[src/rtl/draw_scheduler.sv]
// Circle-engine front end: command FIFO, one-at-a-time job launch, full-screen clear sweep and
// VGA plot-port mux. Define DRAW_SCHED_STATS_EN to add the circles_drawn counter output.
module draw_scheduler #(
  parameter int unsigned DEPTH    = 4,
  parameter int unsigned SCREEN_W = 160,
  parameter int unsigned SCREEN_H = 120
) (
  input  logic                       clk,
  input  logic                       rst_n,
  input  logic                       cmd_valid,
  output logic                       cmd_ready,
  input  logic [2:0]                 cmd_colour,
  input  logic [7:0]                 cmd_cx,
  input  logic [6:0]                 cmd_cy,
  input  logic [7:0]                 cmd_radius,
  input  logic                       clear_req,
  input  logic [2:0]                 clear_colour,
  output logic                       circ_start,
  input  logic                       circ_done,
  output logic [2:0]                 circ_colour,
  output logic [7:0]                 circ_cx,
  output logic [6:0]                 circ_cy,
  output logic [7:0]                 circ_radius,
  input  logic [7:0]                 circ_vga_x,
  input  logic [6:0]                 circ_vga_y,
  input  logic [2:0]                 circ_vga_colour,
  input  logic                       circ_vga_plot,
  output logic [7:0]                 vga_x,
  output logic [6:0]                 vga_y,
  output logic [2:0]                 vga_colour,
  output logic                       vga_plot,
  output logic [$clog2(DEPTH):0]     fifo_count,
`ifdef DRAW_SCHED_STATS_EN
  output logic [15:0]                circles_drawn,
`endif
  output logic                       busy
);

  localparam int unsigned AW = $clog2(DEPTH);
  localparam int unsigned EW = 26;
  localparam logic [7:0] XMax = 8'(SCREEN_W - 1);
  localparam logic [6:0] YMax = 7'(SCREEN_H - 1);

  typedef enum logic [1:0] {StIdle, StClear, StRun, StWaitIdle} state_e;

  state_e          state_q, state_d;
  logic [EW-1:0]   mem_q [DEPTH];
  logic [AW-1:0]   wr_ptr_q, rd_ptr_q;
  logic [AW:0]     count_q, count_d;
  logic            clear_pending_q, clear_pending_d;
  logic [7:0]      x_q, x_d;
  logic [6:0]      y_q, y_d;
  logic [2:0]      clr_colour_q;
  logic            circ_start_q, circ_start_d;
  logic [EW-1:0]   job_q;
  logic            push, launch, clear_start, done_accept;

  assign cmd_ready  = (count_q != (AW+1)'(DEPTH));
  assign push       = cmd_valid & cmd_ready;
  assign fifo_count = count_q;
  assign busy       = (state_q != StIdle) | (count_q != '0) | clear_pending_q;
  assign done_accept = (state_q == StRun) & circ_done;

  assign circ_start  = circ_start_q;
  assign circ_colour = job_q[25:23];
  assign circ_cx     = job_q[22:15];
  assign circ_cy     = job_q[14:8];
  assign circ_radius = job_q[7:0];

  // Next-state: a pending clear always wins over queued circles at IDLE.
  always_comb begin
    state_d      = state_q;
    launch       = 1'b0;
    clear_start  = 1'b0;
    circ_start_d = circ_start_q;
    x_d          = x_q;
    y_d          = y_q;
    case (state_q)
      StIdle: begin
        if (clear_pending_q) begin
          state_d     = StClear;
          clear_start = 1'b1;
          x_d         = '0;
          y_d         = '0;
        end else if (count_q != '0) begin
          state_d      = StRun;
          launch       = 1'b1;
          circ_start_d = 1'b1;
        end
      end
      StClear: begin
        if (y_q == YMax) begin
          y_d = '0;
          if (x_q == XMax) begin
            state_d = StIdle;
          end else begin
            x_d = x_q + 8'd1;
          end
        end else begin
          y_d = y_q + 7'd1;
        end
      end
      StRun: begin
        if (circ_done) begin
          state_d      = StWaitIdle;
          circ_start_d = 1'b0;
        end
      end
      StWaitIdle: state_d = StIdle;
      default:    state_d = StIdle;
    endcase
  end

  always_comb begin
    clear_pending_d = clear_pending_q;
    if (clear_start) begin
      clear_pending_d = 1'b0;
    end else if (clear_req && (state_q != StClear)) begin
      clear_pending_d = 1'b1;
    end
  end

  always_comb begin
    count_d = count_q;
    case ({push, launch})
      2'b10:   count_d = count_q + 1'b1;
      2'b01:   count_d = count_q - 1'b1;
      default: count_d = count_q;
    endcase
  end

  always_comb begin
    vga_x      = '0;
    vga_y      = '0;
    vga_colour = '0;
    vga_plot   = 1'b0;
    case (state_q)
      StClear: begin
        vga_x      = x_q;
        vga_y      = y_q;
        vga_colour = clr_colour_q;
        vga_plot   = 1'b1;
      end
      StRun: begin
        vga_x      = circ_vga_x;
        vga_y      = circ_vga_y;
        vga_colour = circ_vga_colour;
        vga_plot   = circ_vga_plot;
      end
      default: ;
    endcase
  end

  always_ff @(posedge clk or negedge rst_n) begin
    if (!rst_n) begin
      state_q         <= StIdle;
      wr_ptr_q        <= '0;
      rd_ptr_q        <= '0;
      count_q         <= '0;
      clear_pending_q <= 1'b0;
      x_q             <= '0;
      y_q             <= '0;
      clr_colour_q    <= '0;
      circ_start_q    <= 1'b0;
      job_q           <= '0;
    end else begin
      state_q         <= state_d;
      count_q         <= count_d;
      clear_pending_q <= clear_pending_d;
      x_q             <= x_d;
      y_q             <= y_d;
      circ_start_q    <= circ_start_d;
      if (push) begin
        wr_ptr_q <= wr_ptr_q + 1'b1;
      end
      if (launch) begin
        rd_ptr_q <= rd_ptr_q + 1'b1;
        job_q    <= mem_q[rd_ptr_q];
      end
      if (clear_start) begin
        clr_colour_q <= clear_colour;
      end
    end
  end

  // Storage needs no reset: entries are only read once count says they are valid.
  always_ff @(posedge clk) begin
    if (push) begin
      mem_q[wr_ptr_q] <= {cmd_colour, cmd_cx, cmd_cy, cmd_radius};
    end
  end

`ifdef DRAW_SCHED_STATS_EN
  logic [15:0] drawn_q;
  assign circles_drawn = drawn_q;

  always_ff @(posedge clk or negedge rst_n) begin
    if (!rst_n) begin
      drawn_q <= '0;
    end else if (done_accept && (drawn_q != 16'hFFFF)) begin
      drawn_q <= drawn_q + 16'd1;
    end
  end
`else
  logic unused_done_accept;
  assign unused_done_accept = done_accept;
`endif

endmodule
[config.mk]
export PLATFORM = sky130hd
export DESIGN_NAME = draw_scheduler
export DESIGN_NICKNAME = d
export VERILOG_FILES = /design/src/rtl/draw_scheduler.sv
export SDC_FILE = /design/constraint.sdc
export NUM_CORES = 1
export LEC_CHECK = 0
export ABC_AREA = 0
export CAP_MARGIN = 30
export CORE_MARGIN = 2
export CORE_UTILIZATION = 45
export CTS_BUF_LIST = sky130_fd_sc_hd__clkbuf_4
export DETAILED_ROUTE_END_ITERATION = 6
export PLACE_DENSITY = 0.69
export SLEW_MARGIN = 20
export SYNTH_ARGS = -nofsm -noshare
export SYNTH_HDL_FRONTEND = slang
export SYNTH_SLANG_ARGS = --single-unit
[constraint.sdc]
create_clock -name clk -period 3.85 [get_ports clk]
set_clock_uncertainty 0.15 [all_clocks]
set_input_delay 0.5775 -clock clk [delete_from_list [all_inputs] [get_ports clk]]
set_output_delay 0.5775 -clock clk [all_outputs]
set_load 0.03 [all_outputs]
==> impl_metrics.csv <==
group,metric,value,unit
sta,finalHoldViolCount,0,
cells_and_area,fin_nets,577,
floorplan,io-pin-count,104,
sta,max-slew-margin-rel,0.488,
cells_and_area,antenna_cells,0,
drt,wire_per_inst,17.7,um
setup_path,slowest_stage,"clkdlybuf4s50_1",
floorplan,start_util,0.459,
setup_path,path_buf_inv,2,
synth,async_flop_share,0.346,
cells_and_area,syn_to_final_growth,23.7,%
setup_path,slowest_delay,0.70,ns
drt,dr.pass1.iters,5,
floorplan,core_area,14500,um2
clock_network,cts_buffer_depth,2,
clock_network,cts.sinks,159,
setup_path,timing.critical_path.max_delay_family,"buffers and inverters",
synth,ys.warnings.count,0,
grt,grt_max_degree,36,
synth,synth_adder_area_share,0.0237,
setup_path,startpoint_type,"register",
synth,synth_commonest_cells,"edfxtp_1, dfrtp_1, mux2_2, mux4_2, nor2b_1",
floorplan,dieWidth,125,um
power,powerDensity,458,nW/um2
synth,synth_cells,398,
setup_path,path_cells,"inv_1 > ha_1 > nand2_1 > a21boi_0 > clkdlybuf4s50_1",
drt,via_count,3793,
clock_network,cts-buffers-inserted,17,
sta,setup_violations,0,
floorplan,num_rows,44,
cells_and_area,post-route-util,0.567,
drt,vias_per_cell,5.35,
power,ir_drop,0.345,mV
drt,post-route-drc-count,0,
place,gp_congestion,0.833,
setup_path,critPathCaptureType,"output pin",
clock_network,insertion_delay,0.54,ns
drt,routed_wirelength,12500,um
power,p_leak,3.06,nW
sta,tightest_slew,0.768,ns
clock_network,cts-htree-levels,4,
synth,yosysUniqueCellTypes,46,
synth,syn_area,6640,um2
synth,synth_top_family_by_area,"multiplexers",
sta,rsz0062_at_grt,"no",
setup_path,crit_path_max_fanout,23,
synth,synth_top_area_share,0.470,
sta,fin_crit_sh,0.910,
clock_network,path_clk_slew,0.13,ns
setup_path,critPathKind,"register to output pin",
floorplan,fp.dieArea,15700,um2
synth,synth_compound_gate_area_share,0.0542,
sta,fin_crit,3.50,ns
grt,grt_use_total,0.168,
floorplan,die_h,125,um
cells_and_area,drive_above_1_share,0.206,
synth,synth_most_common_cell,"edfxtp_1",
synth,synth_xor_xnor_area_share,0.00791,
synth,synth-seq-cells,159,
synth,synth_simple_gate_area_share,0.0631,
sta,maxSlewViolCount,0,
sta,fmax,0.286,GHz
synth,synthFlopType,"edfxtp_1",
synth,avgSynthCellArea,16.7,um2
synth,synth_area_leaders,"edfxtp_1, dfrtp_1, mux4_2",
place,place_hpwl,8000,um
grt,grt_remaining_overflow,0,
drt,drtIter0Drc,265,
synth,synthMuxAreaShare,0.152,
sta,tns,0,ns
synth,syn_nets,463,
grt,grt_pass1_vias,3918,
clock_network,cts_root_buffer,"clkbuf_4",
grt,grt_pass1_wl,20500,um
cells_and_area,fill_cells,1107,
drt,ant_nets,0,
worst_hold_path,hp-class,"input pin to asynchronous set/reset pin",
setup_path,cp.arrival,2.77,ns
synth,synth_edf_count,104,
clock_network,cts_tree,"yes",
run,max_cap_viol_count,0,
synth,synth_area_leader_cell,"edfxtp_1",
clock_network,cts_resized,0,
run_status,run_status,"complete, no violations",
grt,antenna_found_initial,0,
synth,seq_area_frac_synth,0.677,
setup_path,critPathRequiredTime,3.12,ns
place,portBuffers,103,
## final cells by class
class,instances,area [um2],area share
well taps,184,230,0.0280
repair buffers,115,1130,0.138
multi-input cells,211,2000,0.243
clock inverters,14,189,0.0230
flip-flops and latches,159,4500,0.548
clock buffers,18,135,0.0164
inverters,8,30.0,0.00365
## cell families (layout without fill, tap and decap cells)
logic type / count (synthesis) / in the layout
compound gates: 55 / 55
xor+xnor: 6 / 6
fa+ha+maj: 12 / 12
buf+inv: 28 / 155
flops: 159 / 159
mux: 64 / 64
simple gates: 74 / 74
## report_power, final
| part | leakage (nW) | switching, mW | internal [mW] |
|---|---|---|---|
| Sequential | 1.67 | 0.0729 | 2.09 |
| Clock | 0.169 | 0.579 | 0.522 |
| Combinational | 1.22 | 0.288 | 0.210 |
| Total | 3.06 | 0.940 | 2.83 |
## sequential cells by signal, indices dropped and copies added (netlist names)
name and count:
fifo_count 3, job_q 26, wr_ptr_q 2, x_q 8
clr_colour_q 3, circ_start 1, mem_q 104, state_q 2
y_q 7, rd_ptr_q 2, clear_pending_q 1
## layer usage
metal  track usage  part of all wire  vias up
met5             0                 0        -
met4        0.0529            0.0077        0
met3        0.0518             0.060        9
met2         0.272              0.49      109
met1         0.221              0.44     1903
li1              -                 -     1772
## what timing repair did
action	in CTS	in global routing
buffers inserted	0	0
hold buffers	1	0
hold endpoints to repair	17	0
## placed cells by master, fill, tap and decap left out, types with 4 or more instances in the layout
cell type	netlist	final
dfrtp_1	55	54
a31oi_1	6	6
nor2b_1	21	21
mux2i_1	6	6
clkinv_2	0	4
o21ai_0	11	11
nor2_1	7	7
bufinv_16	0	4
buf_4	2	10
mux2_2	31	31
xnor2_1	4	4
edfxtp_1	104	104
mux4_2	26	26
a21oi_1	10	10
inv_1	8	8
nand3_1	6	6
clkbuf_4	0	18
clkdlybuf4s50_1	0	102
a22oi_1	17	17
and3_1	4	4
nor3_1	4	4
nand2_1	18	18
ha_1	11	11
## final timing paths
path / from / to / slack (ns) / cells after the start
max: state_q[0]$_DFFE_PN0P_ / vga_x[4] / 0.35 / 5
min: rst_n / x_q[3]$_DFFE_PN0P_ / 0.35 / 2
max reg2reg: state_q[0]$_DFFE_PN0P_ / fifo_count[1]$_DFFE_PN0P_ / 1.20 / 7
min reg2reg: job_q[22]$_DFFE_PN0P_ / job_q[22]$_DFFE_PN0P_ / 0.37 / 1
max in group asynchronous: rst_n / rd_ptr_q[0]$_DFFE_PN0P_ / 2.51 / 3
min in group clk: job_q[22]$_DFFE_PN0P_ / job_q[22]$_DFFE_PN0P_ / 0.37 / 1
## per-stage QoR
stage | instance area [um2] | hold WS [ns] | power, mW | cells | setup WS (ns)
final | 8220 | 0.351 | 3.77 | 709 | 0.348
after global placement | 7860 | 0.339 | 2.69 | 675 | 1.01
after CTS | 8220 | 0.331 | 3.82 | 709 | 0.277
after floorplan | 6640 | 0.132 | 2.46 | 398 | 1.37
after global routing | 8220 | 0.369 | 3.94 | 709 | 0.0978
after detailed placement | 7880 | 0.345 | 2.72 | 676 | 0.924
Power figures use the tool's default switching activity.
